--- config.mk ---
export PLATFORM = sky130hd
export DESIGN_NAME = ps2_host_tx
export DESIGN_NICKNAME = d
export VERILOG_FILES = /design/src/rtl/ps2_host_tx.sv
export SDC_FILE = /design/constraint.sdc
export NUM_CORES = 1
export LEC_CHECK = 0
export CORE_MARGIN = 2
export CORE_UTILIZATION = 40
export CTS_CLUSTER_DIAMETER = 150
export DETAILED_ROUTE_END_ITERATION = 12
export PLACE_DENSITY = 0.67
export REMOVE_ABC_BUFFERS = 1
export SLEW_MARGIN = 10
export SYNTH_ARGS = -nofsm -noshare
export SYNTH_HDL_FRONTEND = slang
export SYNTH_SLANG_ARGS = --single-unit
--- constraint.sdc ---
create_clock -name clk7 -period 3.05 [get_ports clk7]
set_input_delay 0.61 -clock clk7 [delete_from_list [all_inputs] [get_ports clk7]]
set_output_delay 0.61 -clock clk7 [all_outputs]
set_load 0.05 [all_outputs]
--- src/rtl/ps2_host_tx.sv ---
// ps2_host_tx -- host-to-device PS/2 command transmitter.
//
// Sends one byte to the keyboard: holds the clock low (inhibit), pulls data
// low and releases the clock (request-to-send), then shifts start/D0..D7/
// parity/stop on device-generated falling clock edges, samples the device ACK
// and reports completion. A watchdog aborts the frame if the device stops
// clocking.
//
// Optional build macro: PS2_TX_FILTER_EN -- adds an 8-sample glitch filter on
// the synchronized clock and data lines.
//
// Ports:
//   clk7        7 MHz master clock
//   rst_n       asynchronous active-low reset
//   tx_data     byte to send, sampled when tx_start is accepted
//   tx_start    one-cycle request, accepted only while idle
//   ps2_clk     PS/2 clock line at the pin (asynchronous)
//   ps2_din     PS/2 data line at the pin (asynchronous)
//   ps2_clk_oe  1 = pull clock line low
//   ps2_dat_oe  1 = pull data line low
//   busy        high from acceptance until done
//   done        one-cycle completion pulse
//   ack_err     device did not ACK (held until next accepted request)
//   timeout     watchdog expired (held until next accepted request)

module ps2_host_tx #(
    parameter int CLK_INHIBIT_CYCLES = 840,
    parameter int START_HOLD_CYCLES  = 35,
    parameter int TIMEOUT_CYCLES     = 14000
) (
    input  logic       clk7,
    input  logic       rst_n,
    input  logic [7:0] tx_data,
    input  logic       tx_start,
    input  logic       ps2_clk,
    input  logic       ps2_din,
    output logic       ps2_clk_oe,
    output logic       ps2_dat_oe,
    output logic       busy,
    output logic       done,
    output logic       ack_err,
    output logic       timeout
);

    localparam int PH_MAX = (CLK_INHIBIT_CYCLES > START_HOLD_CYCLES) ?
                            CLK_INHIBIT_CYCLES : START_HOLD_CYCLES;
    localparam int PH_W   = $clog2(PH_MAX + 1);
    localparam int WD_W   = $clog2(TIMEOUT_CYCLES + 1);

    typedef enum logic [2:0] {
        IDLE,
        INHIBIT,
        START,
        SHIFT,
        ACK,
        WAIT_IDLE
    } state_t;

    state_t          state, state_d;
    logic [PH_W-1:0] ph_cnt, ph_cnt_d;
    logic [WD_W-1:0] wd_cnt, wd_cnt_d;
    logic [3:0]      bitcnt, bitcnt_d;
    logic [9:0]      shift, shift_d;
    logic            clk_oe_d, dat_oe_d, done_d, ack_err_d, timeout_d;

    // Two-flop synchronizers; idle lines are high, so reset to 1.
    logic [1:0] clk_sync, dat_sync;
    logic       clk_f, dat_f, clk_prev, fall;

    always_ff @(posedge clk7 or negedge rst_n) begin
        if (!rst_n) begin
            clk_sync <= '1;
            dat_sync <= '1;
        end else begin
            clk_sync <= {clk_sync[0], ps2_clk};
            dat_sync <= {dat_sync[0], ps2_din};
        end
    end

`ifdef PS2_TX_FILTER_EN
    // Filtered value follows the synced value only after 8 consecutive
    // differing samples; any return to the filtered value restarts the count.
    logic [2:0] clk_cnt, dat_cnt;

    always_ff @(posedge clk7 or negedge rst_n) begin
        if (!rst_n) begin
            clk_f   <= 1'b1;
            dat_f   <= 1'b1;
            clk_cnt <= '0;
            dat_cnt <= '0;
        end else begin
            if (clk_sync[1] == clk_f) begin
                clk_cnt <= '0;
            end else if (clk_cnt == 3'd7) begin
                clk_f   <= clk_sync[1];
                clk_cnt <= '0;
            end else begin
                clk_cnt <= clk_cnt + 3'd1;
            end
            if (dat_sync[1] == dat_f) begin
                dat_cnt <= '0;
            end else if (dat_cnt == 3'd7) begin
                dat_f   <= dat_sync[1];
                dat_cnt <= '0;
            end else begin
                dat_cnt <= dat_cnt + 3'd1;
            end
        end
    end
`else
    assign clk_f = clk_sync[1];
    assign dat_f = dat_sync[1];
`endif

    always_ff @(posedge clk7 or negedge rst_n) begin
        if (!rst_n) clk_prev <= 1'b1;
        else        clk_prev <= clk_f;
    end

    assign fall = clk_prev & ~clk_f;
    assign busy = (state != IDLE);

    always_ff @(posedge clk7 or negedge rst_n) begin
        if (!rst_n) begin
            state      <= IDLE;
            ph_cnt     <= '0;
            wd_cnt     <= '0;
            bitcnt     <= '0;
            shift      <= '0;
            ps2_clk_oe <= 1'b0;
            ps2_dat_oe <= 1'b0;
            done       <= 1'b0;
            ack_err    <= 1'b0;
            timeout    <= 1'b0;
        end else begin
            state      <= state_d;
            ph_cnt     <= ph_cnt_d;
            wd_cnt     <= wd_cnt_d;
            bitcnt     <= bitcnt_d;
            shift      <= shift_d;
            ps2_clk_oe <= clk_oe_d;
            ps2_dat_oe <= dat_oe_d;
            done       <= done_d;
            ack_err    <= ack_err_d;
            timeout    <= timeout_d;
        end
    end

    always_comb begin
        state_d   = state;
        ph_cnt_d  = ph_cnt;
        wd_cnt_d  = wd_cnt;
        bitcnt_d  = bitcnt;
        shift_d   = shift;
        clk_oe_d  = ps2_clk_oe;
        dat_oe_d  = ps2_dat_oe;
        done_d    = 1'b0;
        ack_err_d = ack_err;
        timeout_d = timeout;

        case (state)
            IDLE: begin
                clk_oe_d = 1'b0;
                dat_oe_d = 1'b0;
                // The done cycle already shows busy=0; a request there is dropped.
                if (tx_start && !done) begin
                    shift_d   = {1'b1, ~^tx_data, tx_data};
                    ack_err_d = 1'b0;
                    timeout_d = 1'b0;
                    ph_cnt_d  = '0;
                    clk_oe_d  = 1'b1;
                    state_d   = INHIBIT;
                end
            end
            INHIBIT: begin
                if (ph_cnt == PH_W'(CLK_INHIBIT_CYCLES - 1)) begin
                    ph_cnt_d = '0;
                    dat_oe_d = 1'b1;
                    state_d  = START;
                end else begin
                    ph_cnt_d = ph_cnt + 1'b1;
                end
            end
            START: begin
                if (ph_cnt == PH_W'(START_HOLD_CYCLES - 1)) begin
                    clk_oe_d = 1'b0;
                    bitcnt_d = '0;
                    wd_cnt_d = '0;
                    state_d  = SHIFT;
                end else begin
                    ph_cnt_d = ph_cnt + 1'b1;
                end
            end
            SHIFT: begin
                if (fall) begin
                    dat_oe_d = ~shift[0];
                    shift_d  = {1'b1, shift[9:1]};
                    bitcnt_d = bitcnt + 4'd1;
                    if (bitcnt == 4'd9) state_d = ACK;
                end
            end
            ACK: begin
                if (fall) begin
                    if (dat_f) ack_err_d = 1'b1;
                    state_d = WAIT_IDLE;
                end
            end
            WAIT_IDLE: begin
                if (clk_f && dat_f) begin
                    done_d  = 1'b1;
                    state_d = IDLE;
                end
            end
            default: state_d = IDLE;
        endcase

        // Watchdog overrides the state decisions above; a falling edge in the
        // expiry cycle wins over the timeout.
        if (state == SHIFT || state == ACK || state == WAIT_IDLE) begin
            if (fall) begin
                wd_cnt_d = '0;
            end else if (wd_cnt == WD_W'(TIMEOUT_CYCLES - 1)) begin
                wd_cnt_d  = '0;
                clk_oe_d  = 1'b0;
                dat_oe_d  = 1'b0;
                done_d    = 1'b1;
                timeout_d = 1'b1;
                state_d   = IDLE;
            end else begin
                wd_cnt_d = wd_cnt + 1'b1;
            end
        end
    end

endmodule

# == Word level (Yosys, flattened, before mapping) ==
# Index checks and enable logic that the tools add are counted.
# word_totals
register_bits,51
output_inout_bits,6
# classes
addsub,3
n_bitwise,3
muxes,52
n_eq_ne,15
reduce_logical,19
# ops
op,n
$mux W14,5
$mux W10,5
$mux W3,10
$pmux W10 S3,1
$mux W1,23
$pmux W10 S2,1
$pmux W3 S6,1
$add A14 B1 Y14 const B,1
$eq A14 B14 Y1 const B,1
$ne A2 B2 Y1 const B,6
$add A10 B1 Y10 const B,1
$eq A10 B10 Y1 const B,1
$eq A10 B6 Y1 const B,1
$reduce_bool A2 Y1,5
$reduce_and A3 Y1,3
$mux W4,2
$pmux W4 S2,1
$reduce_xnor A8 Y1,1
$eq A3 B2 Y1 const B,2
$eq A3 B3 Y1 const B,2
$reduce_bool A3 Y1,2
$add A4 B1 Y4 const B,1
$eq A4 B4 Y1 const B,1
$pmux W1 S2,2
other kinds (10),13

# == Depth between registers and ports, before layout ==
# Gate-level depths: netlist of the first run.
# logic_depth
ltp_word,7
mapped_depth,6
mapped_depth_nobuf,6

# == Worst setup path before layout of the first run ==
# OpenSTA, ideal clock, no wires.
# synth_timing
path_kind,register to register
from,register state[2]
to,register shift[6]
slack_ps,1168
stages_incl_launch_ff,7
t_arrival_ps,1801
path_buffers,2
path_cell_list,dfrtp_1 > or3_1 > clkbuf_1 > o22ai_2 > buf_4 > nor2_1 > a31oi_1
# synth_via
elab_chain_cells,3
# synth_rtl
element,line,text
"start, declared",59,"state_t state, state_d;"
"start signal, assigned",136,state <= state_d;
$eq A3 B2 Y1 / $logic_not A3 Y1 (equally long branches),161,case (state)
$ne A2 B2 Y1 (no line) / $reduce_bool A2 Y1 (equally long branches),-,
$reduce_and A3 Y1 (no line),-,
"end signal, assigned",140,shift <= shift_d;
"end, declared",63,"logic [9:0] shift, shift_d;"
# Parallel ways exist; a longest one is shown, timed or not.
# A chain may end at the register's enable or synchronous reset.

# == Final worst setup path of the first run ==
# layout_timing
from,register state[0]
to,output busy
# layout_via
elab_chain_cells,1
# layout_rtl
element,line,text
$reduce_bool A3 Y1,121,assign busy = (state != IDLE);
"end, declared",39,"output logic busy,"
# Every way passes these cells.

==> results of run 1 <==
-- through the flow --
step / power (uW) / instance area, um^2
final: 1218 / 3222
after global routing: 1258 / 3222
after CTS: 1233 / 3222
after detailed placement: 764.5 / 3115
after global placement: 764.7 / 3115
after floorplan: 725.5 / 2775
-- placed cells by master, fill, tap and decap left out, types with 7 or more instances in the layout --
cell type,netlist,routed
clkdlybuf4s50_1,0,17
nand2b_1,7,7
nand3_1,16,16
a21oi_1,10,10
xnor2_1,9,9
dfrtp_1,46,46
nor2_1,26,26
inv_1,12,12
a31oi_1,9,9
nand4_1,10,10
o21ai_0,9,9
nand2_1,27,27
-- Yosys cell counts (2+ instances only) --
| library cell | n |
|---|---|
| nand2_1 | 27 |
| or2_2 | 2 |
| nand2b_1 | 7 |
| or3_2 | 2 |
| nor4_1 | 2 |
| a31oi_1 | 9 |
| and3_1 | 4 |
| xor2_1 | 4 |
| nor2b_1 | 5 |
| o221ai_1 | 5 |
| nand4_1 | 10 |
| dfrtp_1 | 46 |
| and4_1 | 6 |
| a22o_1 | 2 |
| nor3_1 | 2 |
| a2111oi_0 | 2 |
| nand3_1 | 16 |
| xnor2_1 | 9 |
| o211ai_1 | 4 |
| clkbuf_1 | 5 |
| and2_1 | 5 |
| nor2_1 | 26 |
| inv_1 | 12 |
| o21ai_0 | 9 |
| a21oi_1 | 10 |
| or4_1 | 2 |
| nor3b_1 | 2 |
| ha_1 | 5 |
| a221o_1 | 5 |
| o221a_2 | 2 |
| or3_1 | 6 |
| o31ai_1 | 3 |
| a211oi_1 | 3 |
| buf_2 | 4 |
| dfstp_2 | 5 |
| a21o_1 | 4 |
-- cell families (layout without fill, tap and decap cells) --
| kind of cell | count (synthesis) | in the layout | share of synthesized area, % |
|---|---|---|---|
| muxes | 1 | 1 | 0.3548 |
| and+or+nand+nor | 135 | 135 | 26.70 |
| adders and majority gates | 5 | 5 | 2.217 |
| xor gates and xnor gates | 13 | 13 | 4.036 |
| buffers and inverters | 22 | 44 | 3.237 |
| DFF | 51 | 51 | 45.45 |
| AOI/OAI and AO/OA | 69 | 69 | 18.00 |
-- layer usage --
metal	routed length, um	part of all wire (%)
met3	197	3.2
met4	81	1.3
met1	3113	51
met5	0	0
met2	2677	44
-- area by class of cell --
cell class	count	area, um^2
repair buffers	24	220.2
multi-input cells	223	1448
clock inverters	1	30.03
clock buffers	7	76.32
flip-flops and latches	51	1282
fillers	639	3572
inverters	12	45.04
well taps	96	120.1
-- worst max path at each step --
stage                  startpoint                endpoint  slack, ns
2_1_floorplan  state[2]$_DFF_PN0_  wd_cnt[10]$_DFFE_PN0P_       1.04
3_3_place_gp   state[0]$_DFF_PN0_                    busy       0.76
3_5_place_dp   state[0]$_DFF_PN0_                    busy       0.72
4_1_cts        state[0]$_DFF_PN0_                    busy       0.37
5_1_grt        state[0]$_DFF_PN0_                    busy       0.29
6_report       state[0]$_DFF_PN0_                    busy       0.38
-- state kept, by name (all words and copies together) (netlist names) --
signal,flops
wd_cnt,14
ph_cnt,10
shift,10
bitcnt,4
state,3
clk_sync,2
dat_sync,2
ack_err,1
clk_prev,1
done,1
ps2_clk_oe,1
ps2_dat_oe,1
timeout,1
-- power by group through the flow --
stage | combinational, uW | clock [uW] | sequential, uW
floorplan | 24.9 | 0 | 701
global placement | 63.5 | 0 | 701
detailed placement | 63.3 | 0 | 701
CTS | 63.5 | 482 | 688
global route | 68.7 | 500 | 690
finish | 61.7 | 468 | 688
-- critical path: stages, from the launching register on --
cell and delay (ns):
dfrtp_1 0.54, or3_1 0.47, clkdlybuf4s50_1 0.73
==> results_dict.tcl, run 1 <==
set metrics [dict create \
    status "finished clean" \
    area_growth_pct 14.19 \
    ctsHoldBuffers 0 \
    dp_cells 406 \
    r2r_start "wd_cnt[0]$_DFFE_PN0P_" \
    grt_util_all_layers_pct 17.04 \
    core-area_um2 6794 \
    portBuffers 18 \
    hp-class "primary input to async pin" \
    rows 30 \
    cts_resized 0 \
    cts.clk_slew.worst_paths_ns 0.09 \
    yosysSeqAreaShare_pct 45.45 \
    antenna_found_initial 0 \
    ys_async_sr_fraction_pct 100.0 \
    max_freq_ghz 0.3745 \
    synth.largest_area_cell "dfrtp_1" \
    critical_path_required_ns 2.44 \
    stdcell_count 414 \
    worstRegToRegCells 5 \
    grt_pass1_wl_um 10380 \
    syn_area_um2 2821 \
    viasPerCell 5.541 \
    clkPwrFrac_pct 38.5 \
    grt_use_met3_pct 3.299 \
    rsz0062_at_grt "no" \
    io_pins 19 \
    synth_edf_count 0 \
    p_sw_share_pct 21.17 \
    holdWs_ns 0.3299 \
    drtIter0Drc 103 \
    tightest_slew_ns 0.6725 \
    relSlewSlack_pct 55.16 \
    worst_ir_drop_vdd_mv 0.1711 \
    cap_violations 0 \
    setup_ws_ns 0.3798 \
    die_w_um 87.99 \
    crit_path_end_kind "primary output" \
    cp-start-kind "flop" \
    hold_viol_final 0 \
    avgSynthCellArea_um2 9.532 \
    post_cts_buffers 0 \
    final_antenna_net_count 0 \
    power_switching_uw 257.8 \
    setup_viol 0 \
    clk_latency_ns 0.31 \
    routed_wl_um 6071 \
    synthFlopType "dfrtp_1" \
    overflow 0 \
    num-nets-final 335 \
    place_ws_ns 0.7195 \
    cp.arrival_ns 2.06 \
    routabilityCongestion 0.8092 \
    setup-tns-final_ns 0 \
    r2r_slack_ns 0.81 \
    power_frac_comb_pct 5.1 \
    p_int_uw 960.0 \
    power.leakage_uw 0.001280 \
    die_y_um 87.99 \
    route.detailed.drc 0 \
    clockBufferDepth 2 \
    slew_viol_final 0 \
    final_util_pct 47.42 \
    crit_type "flop to primary output" \
    start_util_pct 41.53 \
    p_per_area_nw_per_um2 378.0 \
    dieArea_um2 7741 \
    cts_tree "yes" \
    first_pass_iters 4 \
    busiest_layer "met2" \
    cts_sinks 51 \
    synth_cell_type_count 60 \
    fin_skew_ns 0.01233 \
    antennaDiodeCount 0 \
    yosysWarnings 0 \
    drive_gt1_share_pct 10.38 \
    met2_usage_pct 25.96 \
    ys_seq_elements 51 \
    grtUsageMet1_pct 24.47 \
    grt_pass1_vias 2126 \
    dr_total_vias 2294 \
    root_buffer "clkbuf_8" \
    period_share_pct 87.55 \
    fin_crit_ns 2.670 \
    seqPwrFrac_pct 56.5 \
    cts_inserted_buffers 5 \
    crit_path_max_fanout 15 \
    synthTopCellsByArea "dfrtp_1 (41%), dfstp_2 (4.7%), nand2_1 (3.6%)" \
    synthCells 296 \
    detail_route.wl_per_cell_um 14.66 \
    dpl.hpwl_um 4261 \
    synth.top_cell.area_share_pct 40.80 \
    r2r-end "wd_cnt[10]$_DFFE_PN0P_" \
    cts_max_level 2 \
    grt_max_degree 29 \
]
Note: power is estimated with default switching activity, not from simulation.
==> run 2, diff against run 1 <==
CORE_MARGIN = 8   (was 2)
SKIP_LAST_GASP = 1   (was not set)
clock period = 2.65 ns   (was 3.05 ns; I/O delays follow)
==> run 2 against run 1 <==
Total power rose by 10%. Critical endpoint unchanged. Die area rose by 29%. Count of clock-buffer cells in the layout fell by 2. Clock skew is 0.0050 ns higher. Utilization increased by 0.39 points. Sequential share of layout area down 0.32 points. Highest routed layer unchanged. Register-to-register slack lost 0.16 ns. Worst hold slack lost 0.25 ns. Cell area rose by 0.82%. Sequential cell count unchanged.
==> results_dict.tcl, run 2 (synthesis gave the netlist of run 1 again) <==
set metrics [dict create \
    status "finished clean" \
    core-area_um2 6794 \
    power.leakage_uw 0.001300 \
    grt_pass1_vias 2316 \
    worstRegToRegCells 5 \
    cp-start-kind "flop" \
    crit_path_max_fanout 4 \
    fin_crit_ns 2.415 \
    power_frac_comb_pct 5.3 \
    overflow 0 \
    portBuffers 18 \
    dieArea_um2 9997 \
    critical_path_required_ns 2.12 \
    die_y_um 99.99 \
    fin_skew_ns 0.01736 \
    setup_viol 0 \
    ctsHoldBuffers 0 \
    antenna_found_initial 0 \
    final_common_cell "dfrtp_1" \
    die_w_um 99.99 \
    start_util_pct 41.53 \
    cts_max_level 2 \
    num-nets-final 340 \
    dr_total_vias 2281 \
    io_pins 19 \
    route.detailed.drc 0 \
    cts_inserted_buffers 5 \
    cts_tree "yes" \
    clkPwrFrac_pct 35.8 \
    area_growth_pct 15.12 \
    dpl.hpwl_um 4590 \
    r2r_slack_ns 0.65 \
    clk_latency_ns 0.31 \
    seqPwrFrac_pct 58.9 \
    routed_wl_um 6257 \
    hold_viol_final 0 \
    largest_reg_flops 14 \
    p_int_uw 1017 \
    relSlewSlack_pct 56.65 \
    period_share_pct 91.13 \
    slew_viol_final 0 \
    clockBufferDepth 2 \
    cts_resized 0 \
    antennaDiodeCount 0 \
    final_cell_mix "dfrtp_1 (46), nand2_1 (27), nor2_1 (26), clkdlybuf4s50_1 (17), nand3_1 (16)" \
    total_power_uw 1345 \
    detail_route.wl_per_cell_um 14.93 \
    cap_violations 0 \
    r2r-end "wd_cnt[12]$_DFFE_PN0P_" \
    r2r_start "wd_cnt[0]$_DFFE_PN0P_" \
    drive_gt1_share_pct 12.38 \
    regMostFlops "wd_cnt" \
    crit_path_end_kind "primary output" \
    tightest_slew_ns 0.6503 \
    cp.arrival_ns 1.88 \
    n_fill_cell 663 \
    post_cts_buffers 0 \
    p_per_area_nw_per_um2 414.2 \
    cts_sinks 51 \
    viasPerCell 5.444 \
    rsz0062_at_grt "no" \
    cts.clk_slew.worst_paths_ns 0.11 \
    rows 30 \
    setup-tns-final_ns 0 \
    hp-class "primary input to async pin" \
    grt_pass1_wl_um 11030 \
    biggestRegsByFlops "wd_cnt (14), ph_cnt (10), shift (10)" \
    first_pass_iters 6 \
    drtIter0Drc 91 \
    grt_util_all_layers_pct 13.52 \
    power_switching_uw 328.2 \
    routabilityCongestion 0.8308 \
    p_sw_share_pct 24.39 \
    crit_type "flop to primary output" \
    worst_ir_drop_vdd_mv 0.1873 \
    grt_max_degree 27 \
    root_buffer "clkbuf_8" \
    final_antenna_net_count 0 \
    max_freq_ghz 0.4141 \
]
==> run 2: worst max path at each step <==
stage,startpoint,end,slack [ns],depth (start not counted)
3_3_place_gp,tx_start,ph_cnt[2]$_DFFE_PN0P_,0.51,5
2_1_floorplan,state[2]$_DFF_PN0_,wd_cnt[10]$_DFFE_PN0P_,0.64,4
5_1_grt,state[2]$_DFF_PN0_,busy,0.17,2
4_1_cts,state[2]$_DFF_PN0_,busy,0.22,2
3_5_place_dp,tx_start,ph_cnt[2]$_DFFE_PN0P_,0.49,5
6_report,state[2]$_DFF_PN0_,busy,0.24,2
==> run 2: worst max-delay path, cell delays in order, from the launching register on <==
cell and delay [ns]:
dfrtp_1 0.39, or3_1 0.45, clkdlybuf4s50_1 0.73
==> run 2: routing by layer <==
layer	part of all wire [%]	wire, um	global-route usage [%]
met5	0	0	0
met2	48	3027	22.47
met1	47	2949	17.05
met4	1.1	67	3.837
met3	3.4	211	3.114
==> run 2: final cells by class <==
cell class                 count  area (um^2)  share of cell area (%)
multi-input combinational    223         1448                   44.57
sequential                    51         1282                   39.48
timing repair buffer          29        257.7                   7.935
tap                           96        120.1                   3.698
clock buffer                   5        68.82                   2.119
inverter                      12        45.04                   1.387
clock inverter                 3        26.28                  0.8089
==> run 2: stage by stage <==
stage | hold WS (ns) | std cells | setup slack [ns] | cell area [um^2] | util (%)
floorplan | 0.2344 | 286 | 0.6387 | 2775 | -
global placement | 0.3459 | 411 | 0.5138 | 3153 | 46.41
detailed placement | 0.3473 | 411 | 0.4889 | 3153 | 46.41
CTS | 0.09113 | 419 | 0.2157 | 3248 | 47.81
global route | 0.09249 | 419 | 0.1733 | 3248 | 47.81
finish | 0.08247 | 419 | 0.2352 | 3248 | 47.81
==> run 2: power by group through the flow <==
stage / combinational, uW / clock, uW / sequential [uW]
after floorplan: 28.7 / 0 / 806
after global placement: 72.1 / 0 / 807
after detailed placement: 73.5 / 0 / 807
after CTS: 73.6 / 497 / 792
after global routing: 80.5 / 527 / 794
final: 71.1 / 482 / 792
